<file path="config.mk">
export PLATFORM = sky130hd
export DESIGN_NAME = unpacked_array_serializer
export DESIGN_NICKNAME = d
export VERILOG_FILES = /design/src/rtl/serializer_pkg.sv /design/src/rtl/unpacked_array_serializer.sv
export SDC_FILE = /design/constraint.sdc
export NUM_CORES = 1
export LEC_CHECK = 0
export ABC_AREA = 1
export CORE_AREA = 5 5 42 44
export DETAILED_ROUTE_END_ITERATION = 10
export DIE_AREA = 0 0 47 49
export HOLD_SLACK_MARGIN = 0.15
export PLACE_DENSITY = 0.65
export REMOVE_ABC_BUFFERS = 1
export SETUP_SLACK_MARGIN = 0.05
export SYNTH_ARGS = -nofsm -noshare
export SYNTH_HDL_FRONTEND = slang
export SYNTH_SLANG_ARGS = --single-unit
</file>
<file path="constraint.sdc">
create_clock -name clock -period 1.2 [get_ports clock]
set_input_delay 0.24 -clock clock [delete_from_list [all_inputs] [get_ports clock]]
set_output_delay 0.24 -clock clock [all_outputs]
set_load 0.02 [all_outputs]
</file>
<file path="src/rtl/serializer_pkg.sv">
// ---------------------------------------------------------------------------
// serializer_pkg
// Shared types and helpers for unpacked_array_serializer.
//   state_t   : FSM state encoding (IDLE, SHIFT, and PAR when parity is built)
//   idx_width : width of the bit-index counter for an M-bit word
// Optional feature macro: SERIALIZER_PARITY_EN (adds the PAR state).
// ---------------------------------------------------------------------------
package serializer_pkg;

`ifdef SERIALIZER_PARITY_EN
   typedef enum logic [1:0] {IDLE = 2'd0, SHIFT = 2'd1, PAR = 2'd2} state_t;
`else
   typedef enum logic [1:0] {IDLE = 2'd0, SHIFT = 2'd1} state_t;
`endif

   // Index counter width: just enough to address bits 0..M-1.
   function automatic int idx_width(input int m);
      return $clog2(m);
   endfunction

endpackage

</file>
<file path="src/rtl/unpacked_array_serializer.sv">
// ---------------------------------------------------------------------------
// unpacked_array_serializer
// Captures an M-bit word into a 1-bit-per-entry unpacked array and shifts it
// out LSB first over a valid/ready serial interface.
// Optional feature macro: SERIALIZER_PARITY_EN -- appends an even-parity bit
// (XOR of the captured word) after the data bits.
//
// Ports
//   clock   : in  1  rising-edge clock
//   rst     : in  1  synchronous active-high reset
//   d       : in  M  parallel word, d[0] sent first
//   load    : in  1  capture request, honoured only while idle
//   q       : out 1  serial data bit
//   q_valid : out 1  q holds a valid bit
//   q_ready : in  1  sink accepts q (transfer when q_valid && q_ready)
//   busy    : out 1  high in every state except IDLE
//   done    : out 1  one-cycle pulse after the final transfer of a word
// ---------------------------------------------------------------------------
module unpacked_array_serializer
   import serializer_pkg::*;
#(
   parameter int M = 4
) (
   input  logic         clock,
   input  logic         rst,
   input  logic [M-1:0] d,
   input  logic         load,
   output logic         q,
   output logic         q_valid,
   input  logic         q_ready,
   output logic         busy,
   output logic         done
);

   localparam int            IW   = idx_width(M);
   localparam logic [IW-1:0] LAST = IW'(M - 1);

   state_t        r_state;
   state_t        w_next;
   logic          r_buf [0:M-1];
   logic [IW-1:0] r_idx;
   logic          r_done;
   logic          w_done_next;

`ifdef SERIALIZER_PARITY_EN
   logic w_parity;

   // Even parity of the captured word; buf is stable for the whole word.
   always_comb begin
      w_parity = 1'b0;
      for (int i = 0; i < M; i++) begin
         w_parity = w_parity ^ r_buf[i];
      end
   end
`endif

   // NOTE: every output of this block gets a default before the case so no
   // path leaves a signal unassigned, which would infer a latch.
   always_comb begin
      w_next      = r_state;
      w_done_next = 1'b0;
      q           = 1'b0;
      q_valid     = 1'b0;
      busy        = 1'b0;
      case (r_state)
         IDLE: begin
            if (load) w_next = SHIFT;
         end
         SHIFT: begin
            q       = r_buf[r_idx];
            q_valid = 1'b1;
            busy    = 1'b1;
            if (q_ready && (r_idx == LAST)) begin
`ifdef SERIALIZER_PARITY_EN
               w_next = PAR;
`else
               w_next      = IDLE;
               w_done_next = 1'b1;
`endif
            end
         end
`ifdef SERIALIZER_PARITY_EN
         PAR: begin
            q       = w_parity;
            q_valid = 1'b1;
            busy    = 1'b1;
            if (q_ready) begin
               w_next      = IDLE;
               w_done_next = 1'b1;
            end
         end
`endif
         default: w_next = IDLE;
      endcase
   end

   // NOTE: state is updated with non-blocking assignments so every register
   // samples pre-edge values regardless of statement order.
   always_ff @(posedge clock) begin
      if (rst) begin
         r_state <= IDLE;
         r_idx   <= '0;
         r_done  <= 1'b0;
         // NOTE: the word storage is explicitly cleared on reset; a reset
         // aborts the word and must leave no stale bits behind.
         for (int i = 0; i < M; i++) begin
            r_buf[i] <= 1'b0;
         end
      end else begin
         r_state <= w_next;
         r_done  <= w_done_next;
         case (r_state)
            IDLE: begin
               if (load) begin
                  for (int i = 0; i < M; i++) begin
                     r_buf[i] <= d[i];
                  end
                  r_idx <= '0;
               end
            end
            SHIFT: begin
               if (q_ready) begin
                  r_idx <= (r_idx == LAST) ? '0 : r_idx + IW'(1);
               end
            end
            default: ;
         endcase
      end
   end

   assign done = r_done;

endmodule
</file>
Yosys cells after proc, flatten, opt, wreduce, memory -nomap -nowiden
Memories as Yosys holds them, arrays and structs flattened. A register that Yosys moved wholly into a read port is not among the register bits.
Cells that the tools add are included.
{"block": "classes", "add_sub_neg": 1, "multipliers": 0, "div": 0, "magnitude_cmp": 0, "eq_ne": 5, "n_shift": 0, "muxes": 22, "bitwise_logic": 5, "n_reduce_logical": 6}
{"operator": "$mux 2", "n": 7}
{"operator": "$mux 1", "n": 13}
{"operator": "$pmux 2 s2", "n": 2}
{"operator": "$ne 2x2->1 const B", "n": 3}
{"operator": "$or 1x1->1", "n": 4}
{"operator": "$reduce_and 3->1", "n": 1}
{"operator": "$add 2x1->2 const B", "n": 1}
{"operator": "$eq 2x1->1 const B", "n": 1}
{"operator": "$eq 2x2->1 const B", "n": 1}
{"operator": "$logic_not 2->1", "n": 1}
{"operator": "$reduce_and 2->1", "n": 1}
{"operator": "$reduce_bool 2->1", "n": 1}
{"operator": "$reduce_or 2->1", "n": 1}
{"operator": "$logic_and 1x1->1", "n": 1}
{"operator": "$not 1->1", "n": 1}
{"block": "word_totals", "reg_bits": 5, "latch_bits": 0, "ram_bits": 4, "romBits": 0, "in_bits": 8, "output_inout_bits": 4, "word_cells": 43, "n_memories": 1}
{"name": "r_buf", "words": 4, "word_bits": 1, "read_ports": 1, "rd_ports_with_merged_regs": 1, "wr": 4, "line_no": "unpacked_array_serializer.sv:40", "text": "logic r_buf [0:M-1];"}

Longest topological paths before layout
Gate-level depths: netlist of the first run.
{"block": "depth", "word_depth": 6, "mapped_depth": 4, "depth_no_buf": 4}

Worst setup path before layout of the first run
OpenSTA, ideal clock, no wires.
{"block": "synth_path", "path_type": "reg-to-output", "from": "register r_state[0]", "to": "output port q", "arrival_time_ns": 0.961, "required_time_ns": 0.960, "path_slack_ns": -0.001, "path_stages_with_launch": 3, "path_buffers": 0, "path_cell_list": "dfxtp_1 inv_1 a21oi_1"}
{"block": "synth_between", "elab_chain_cells": 2}
{"element": "from (decl)", "line_no": "unpacked_array_serializer.sv:38", "text": "state_t r_state;"}
{"element": "from (signal assigned)", "line_no": "unpacked_array_serializer.sv:110", "text": "r_state <= w_next;"}
{"element": "$eq 2x1->1", "line_no": "unpacked_array_serializer.sv:65", "text": "case (r_state)"}
{"element": "$mux 1", "line_no": "unpacked_array_serializer.sv:65"}
{"element": "to (decl)", "line_no": "unpacked_array_serializer.sv:28", "text": "output logic q,"}
Every way passes these cells.

==> summary.md, run 1 <==
| Metric | Value |
|---|---|
| Ys Warns | 0 |
| Violated checks | setup timing |
| Largest net degree at the start of global routing | 7 |
| Worst Setup Path Type | flip-flop to output port |
| Filler cells | roughly 160 |
| DR WL/cell | around 9.9 um |
| Hold Path Class | flip-flop to flip-flop |
| Inst Count DP | 80 |
| Post-Syn Area | 440 um^2 |
| Post-route clock period utilization | 1.06 |
| H-tree depth | 1 |
| Unrepaired setup endpoints after global routing | true |
| Critical Path RT | between 0.9 and 1 ns |
| CTS tree | done |
| Final setup viols | 1 |
| Synthesized flop and latch total | 10 |
| Total CTS buffers | 3 |
| Synth top area share | 0.273 |
| RePlAce Congestion | ~0.77 |
| Initial Util | 0.314 |
| CTS Buffer Depth | 2 |
| Setup WS post-layout | -0.0771 ns |
| Hold buffers post-CTS | 0 |
| Congestion Overflow GR | 0 |
| Nets | slightly below 80 |
| Most common cell after layout, fill and taps aside | inv_1 |
| Power per cell area | 1170 nW/um^2 |
| Clock skew | roughly 0.00045 ns |
| Largest cells by area after synthesis | dfxtp_1 27%, edfxtp_1 27%, inv_1 10% |
| Hold Worst Slack | approximately 0.48 ns |
| Area delta synth->final | 41.5% |
| Core area | 1400 um^2 |
| Initial antenna violation count | 0 |
| Height of the die | approximately 49 um |
| Max Freq | slightly below 800 MHz |
| Peak VDD IR | 0.000502 V |
| Post-synthesis sequential area ratio | 0.545 |
| ANT cells | 0 |
| Postcts setup bufs | 0 |
| Post-route cell area | between 600 and 700 um^2 |
| Clock-pin slew on the worst setup and hold paths | roughly 0.06 ns |
| Port-buffer cells | 11 |
| Synth Instances | 50 |
| 1st-iter DRT viols | 1 |
| Std-Cell Rows | 14 |
| Final hold violations | 0 |
| First-pass GRT wire length | 1.35 mm |
| Die W | 47 um |
| Worst slew margin | 0.896 |
| Post-DP HPWL | between 600 and 700 um |
| # DRC | 0 |
| Layout cells sized above 1 | 0.368 |
| Final wirelength | between 800 and 900 um |
| Syn avg cell area | roughly 8.8 um^2 |
| Vias/cell | about 4.4 |
| Clock tree sinks | 10 |
| I/O Pins | 12 |
| Largest fanout on the critical path | 1 |
| Vias in the first global route | approximately 350 |
| Crit start category | flip-flop |
| Leakage power | ~0.29 nW |
| Setup TNS | -0.0771 ns |
| Crit end category | output port |
| Least-Margin Pin Slew | between 0.15 and 0.2 ns |
| Initial DRT Pass Iterations | 4 |
| Max Cap Violations | 0 |
| Die Area | between 2000 and 2500 um^2 |
| Minimum clock period after layout | 1.28 ns |
| Outcome | finished with violations |
| WP data arrival | ~1.0 ns |
| Fin cells | 84 |
| Root Buffer | clkbuf_4 |
| Distinct cells, synth | 18 |
| Most frequent cells in the layout | 11 x inv_1, 7 x clkdlybuf4s50_1, 6 x buf_4 |
| Antenna-violating nets left | 0 |
| Gr usage total | 0.0838 |
| Clock Latency Late Sink | 0.27 ns |
| Largest area contributor in the netlist | dfxtp_1 |
| Via count | 366 |
| Cell Area, Placed | approximately 600 um^2 |
| Max Slew Vio Count | 0 |
==> through the flow <==
step | worst slack, ns | total power (W) | util
after global routing | -0.148 | 0.000762 | 0.445
after CTS | -0.0931 | 0.000725 | 0.433
after global placement | -0.264 | 0.000495 | 0.423
after detailed placement | -0.293 | 0.000497 | 0.423
final | -0.0771 | 0.000731 | 0.445
after floorplan | -0.142 | 0.000437 | -
==> logic make-up (layout without fill, tap and decap cells) <==
kind of cell,after synthesis,count (layout),share of synthesized area
buffers and inverters,14,32,0.128
DFF,10,10,0.545
adders and majority gates,1,1,0.0284
AOI/OAI and AO/OA,6,6,0.0824
and+or+nand+nor,19,19,0.216
==> worst paths after layout <==
| check | from | endpoint | slack [ns] | cells past startpoint |
|---|---|---|---|---|
| setup reg to reg | r_state[0]$_SDFFE_PP0P_ | r_buf[0]$_SDFFCE_PN0P_ | 0.23 | 3 |
| setup / recovery | r_buf[1]$_SDFFCE_PN0P_ | q | -0.08 | 5 |
| hold / removal | r_idx[1]$_SDFFE_PP0P_ | r_idx[1]$_SDFFE_PP0P_ | 0.48 | 2 |
| hold reg to reg | r_idx[1]$_SDFFE_PP0P_ | r_idx[1]$_SDFFE_PP0P_ | 0.48 | 2 |
==> synth_stat cells <==
library cell / count
nand3_2: 1
o21ai_1: 1
nand3_1: 3
edfxtp_1: 4
nor3b_1: 1
nor2_1: 5
nand2_1: 5
a21oi_2: 1
a21boi_1: 1
ha_1: 1
o21ai_0: 1
buf_4: 1
a21oi_1: 2
dfxtp_1: 6
inv_1: 12
nor2_2: 1
nand2_2: 3
inv_2: 1
==> routing by layer <==
layer / part of all wire / vias to the layer above / global-route usage
li1: - / 187 / -
met3: 0.057 / 4 / 0.0332
met1: 0.44 / 164 / 0.0993
met2: 0.48 / 11 / 0.113
met5: 0 / - / 0
met4: 0.028 / 0 / 0.0691
==> timing repair <==
item,CTS,global route
pin swaps,1,2
gates resized for setup,16,8
cloned,0,0
hold endpoints to repair,0,0
setup endpoints to repair,4,4
==> report_power, final <==
| part | internal (W) | switching [W] |
|---|---|---|
| Sequential | 0.000373 | 0.00000812 |
| Combinational | 0.0000555 | 0.0000566 |
| Clock | 0.000120 | 0.000117 |
==> area by class of cell <==
type,count,area (um^2),share of cell area
multi-input cells,26,160,0.257
well taps,16,20.0,0.0321
repair buffers,15,125,0.201
clock buffers,3,22.5,0.0361
clock inverters,1,3.75,0.00602
inverters,13,48.8,0.0783
flip-flops and latches,10,243,0.390
==> critical path: stages, from the launching register on <==
cell and delay (ns):
edfxtp_1 0.32, inv_1 0.04, nand2_1 0.06, nand3_2 0.08, a21oi_2 0.13, buf_4 0.14
No activity file was read; power rests on OpenSTA's default activity.
==> run 2, diff against run 1 <==
PLACE_DENSITY = 0.59   (was 0.65)
SKIP_CTS_REPAIR_TIMING = 1   (was default)
==> run 2 against run 1 <==
  * The flow still finishes with violations (setup timing)
  * Critical path depth unchanged
  * First-iteration DRC count increased to 6.0 times the previous value
  * Core utilization fell by 0.18 points
==> summary.md, run 2 (synthesis gave the netlist of run 1 again) <==
| Metric | Value |
|---|---|
| Std-Cell Rows | 14 |
| Outcome | finished with violations |
| Int Pwr | 0.000608 W |
| Post-route clock period utilization | 1.07 |
| Height of the die | 49 um |
| Post-DP HPWL | just under 600 um |
| # DRC | 0 |
| Layout cells sized above 1 | 0.294 |
| Post-layout util | 0.443 |
| I/O Pins | 12 |
| Switching power of the nets | 0.000160 W |
| Clock skew | 0.00761 ns |
| Fin cells | 84 |
| Port-buffer cells | 11 |
| WP data arrival | about 1.0 ns |
| Tot Pwr | about 0.00077 W |
| Violated checks | setup timing |
| R2R depth | 3 |
| Critical Path RT | ~0.96 ns |
| Max Cap Violations | 0 |
| Core area | ~1400 um^2 |
| Die W | roughly 47 um |
| Initial Util | 0.314 |
| Power per cell area | between 1000 and 1500 nW/um^2 |
| 1st-iter DRT viols | 6 |
| Filler cells | 155 |
| Inst Count DP | 80 |
| DR WL/cell | approximately 8.5 um |
| Gr usage total | 0.0730 |
| RR Endpoint | r_buf[3]$_DFFE_PP_ |
| Max Freq | ~800 MHz |
| Nets | just under 80 |
| CTS tree | done |
| Total CTS buffers | 3 |
| R2r setup slk | around 0.26 ns |
| Crit end category | output port |
| H-tree depth | 1 |
| Initial antenna violation count | 0 |
| Worst slew margin | 0.851 |
| Logic pwr share | 0.133 |
| Root Buffer | clkbuf_4 |
| Critical Path Sink | q |
| Initial DRT Pass Iterations | 2 |
| Vias in the first global route | between 300 and 400 |
| Final hold violations | 0 |
| Leakage power | approximately 0.31 nW |
| Worst Setup Path Type | flip-flop to output port |
| CP startpoint | r_buf[3]$_DFFE_PP_ |
| Area delta synth->final | 40.9% |
| Die Area | between 2000 and 2500 um^2 |
| Congestion Overflow GR | 0 |
| Via count | 344 |
| Final setup viols | 1 |
| Most frequent cells in the layout | 11 x inv_1, 7 x clkdlybuf4s50_1 |
| ANT cells | 0 |
| Net Sw Frac | 0.209 |
| Setup WS post-layout | -0.0797 ns |
| CTS Buffer Depth | 2 |
| Max Slew Vio Count | 0 |
| Clock share of power | 0.371 |
| Unrepaired setup endpoints after global routing | true |
| Clock tree sinks | 10 |
| Least-Margin Pin Slew | around 0.22 ns |
| Antenna-violating nets left | 0 |
| Largest fanout on the critical path | 1 |
| RePlAce Congestion | between 0.7 and 0.8 |
| Vias/cell | 4.10 |
| First-pass GRT wire length | between 1 and 1.5 mm |
| Minimum clock period after layout | 1.28 ns |
| Largest net degree at the start of global routing | 7 |
| Flop pwr share | 0.496 |
| Clock-pin slew on the worst setup and hold paths | 0.07 ns |
| Final wirelength | 715 um |
| Crit start category | flip-flop |
| Clock Latency Late Sink | ~0.25 ns |
| Most common cell after layout, fill and taps aside | inv_1 |
| Reg-to-Reg Start | r_state[0]$_SDFFE_PP0P_ |
| Hold Path Class | flip-flop to flip-flop |
| Peak VDD IR | between 0.0008 and 0.0009 V |
## run 2: changes by cell type in the layout (fill, tap and decap cells not counted), sizes merged
cell | before | now
clkinv | 1 | 0
dlymetal6s2s | 0 | 1
## run 2: metrics by stage
stage               TNS, ns  hold slack [ns]  worst slack, ns  instance area [um^2]
CTS                   -1.51            0.489           -0.575                   629
detailed placement   -0.971            0.480           -0.285                   593
global route         -0.158            0.511           -0.158                   621
finish              -0.0797            0.485          -0.0797                   621
floorplan            -0.142            0.307           -0.142                   433
global placement     -0.966            0.479           -0.264                   593
## run 2: worst min-delay path by stage
stage / start / end / slack [ns] / cells past startpoint
6_report: r_idx[1]$_SDFFE_PP0P_ / r_idx[1]$_SDFFE_PP0P_ / 0.48 / 2
5_1_grt: r_idx[1]$_SDFFE_PP0P_ / r_idx[1]$_SDFFE_PP0P_ / 0.51 / 2
4_1_cts: r_idx[1]$_SDFFE_PP0P_ / r_idx[1]$_SDFFE_PP0P_ / 0.49 / 2
3_5_place_dp: r_idx[1]$_SDFFE_PP0P_ / r_idx[1]$_SDFFE_PP0P_ / 0.48 / 2
3_3_place_gp: r_idx[1]$_SDFFE_PP0P_ / r_idx[1]$_SDFFE_PP0P_ / 0.48 / 2
2_1_floorplan: rst / flip-flop / 0.31 / 1
## run 2: metal layers
layer  GRT usage  vias to the layer above  share of wire
met5           0                        -              0
met4      0.0415                        0          0.018
met3      0.0221                        2          0.052
met2       0.113                        9           0.46
met1      0.0854                      144           0.46
li1            -                      189              -
## run 2: final cells by class
| cell class | instances | area, um^2 | area share |
|---|---|---|---|
| well taps | 16 | 20.0 | 0.0323 |
| clock buffers | 4 | 36.3 | 0.0585 |
| inverters | 13 | 48.8 | 0.0786 |
| repair buffers | 15 | 130 | 0.210 |
| multi-input cells | 26 | 144 | 0.232 |
| flip-flops and latches | 10 | 241 | 0.389 |
## run 2: worst max-delay path: stages (launching register included)
cell and delay [ns]:
edfxtp_1 0.33, inv_1 0.04, nand2_1 0.05, nand3_1 0.07, a21oi_1 0.14, buf_4 0.15
## run 2: power by group through the flow
stage,clock network [W],registers (W),logic (W)
final,0.000285,0.000381,0.000102
after global placement,0,0.000387,0.000108
after detailed placement,0,0.000388,0.000108
after global routing,0.000311,0.000382,0.000115
after floorplan,0,0.000393,0.0000439
after CTS,0.000292,0.000380,0.000109
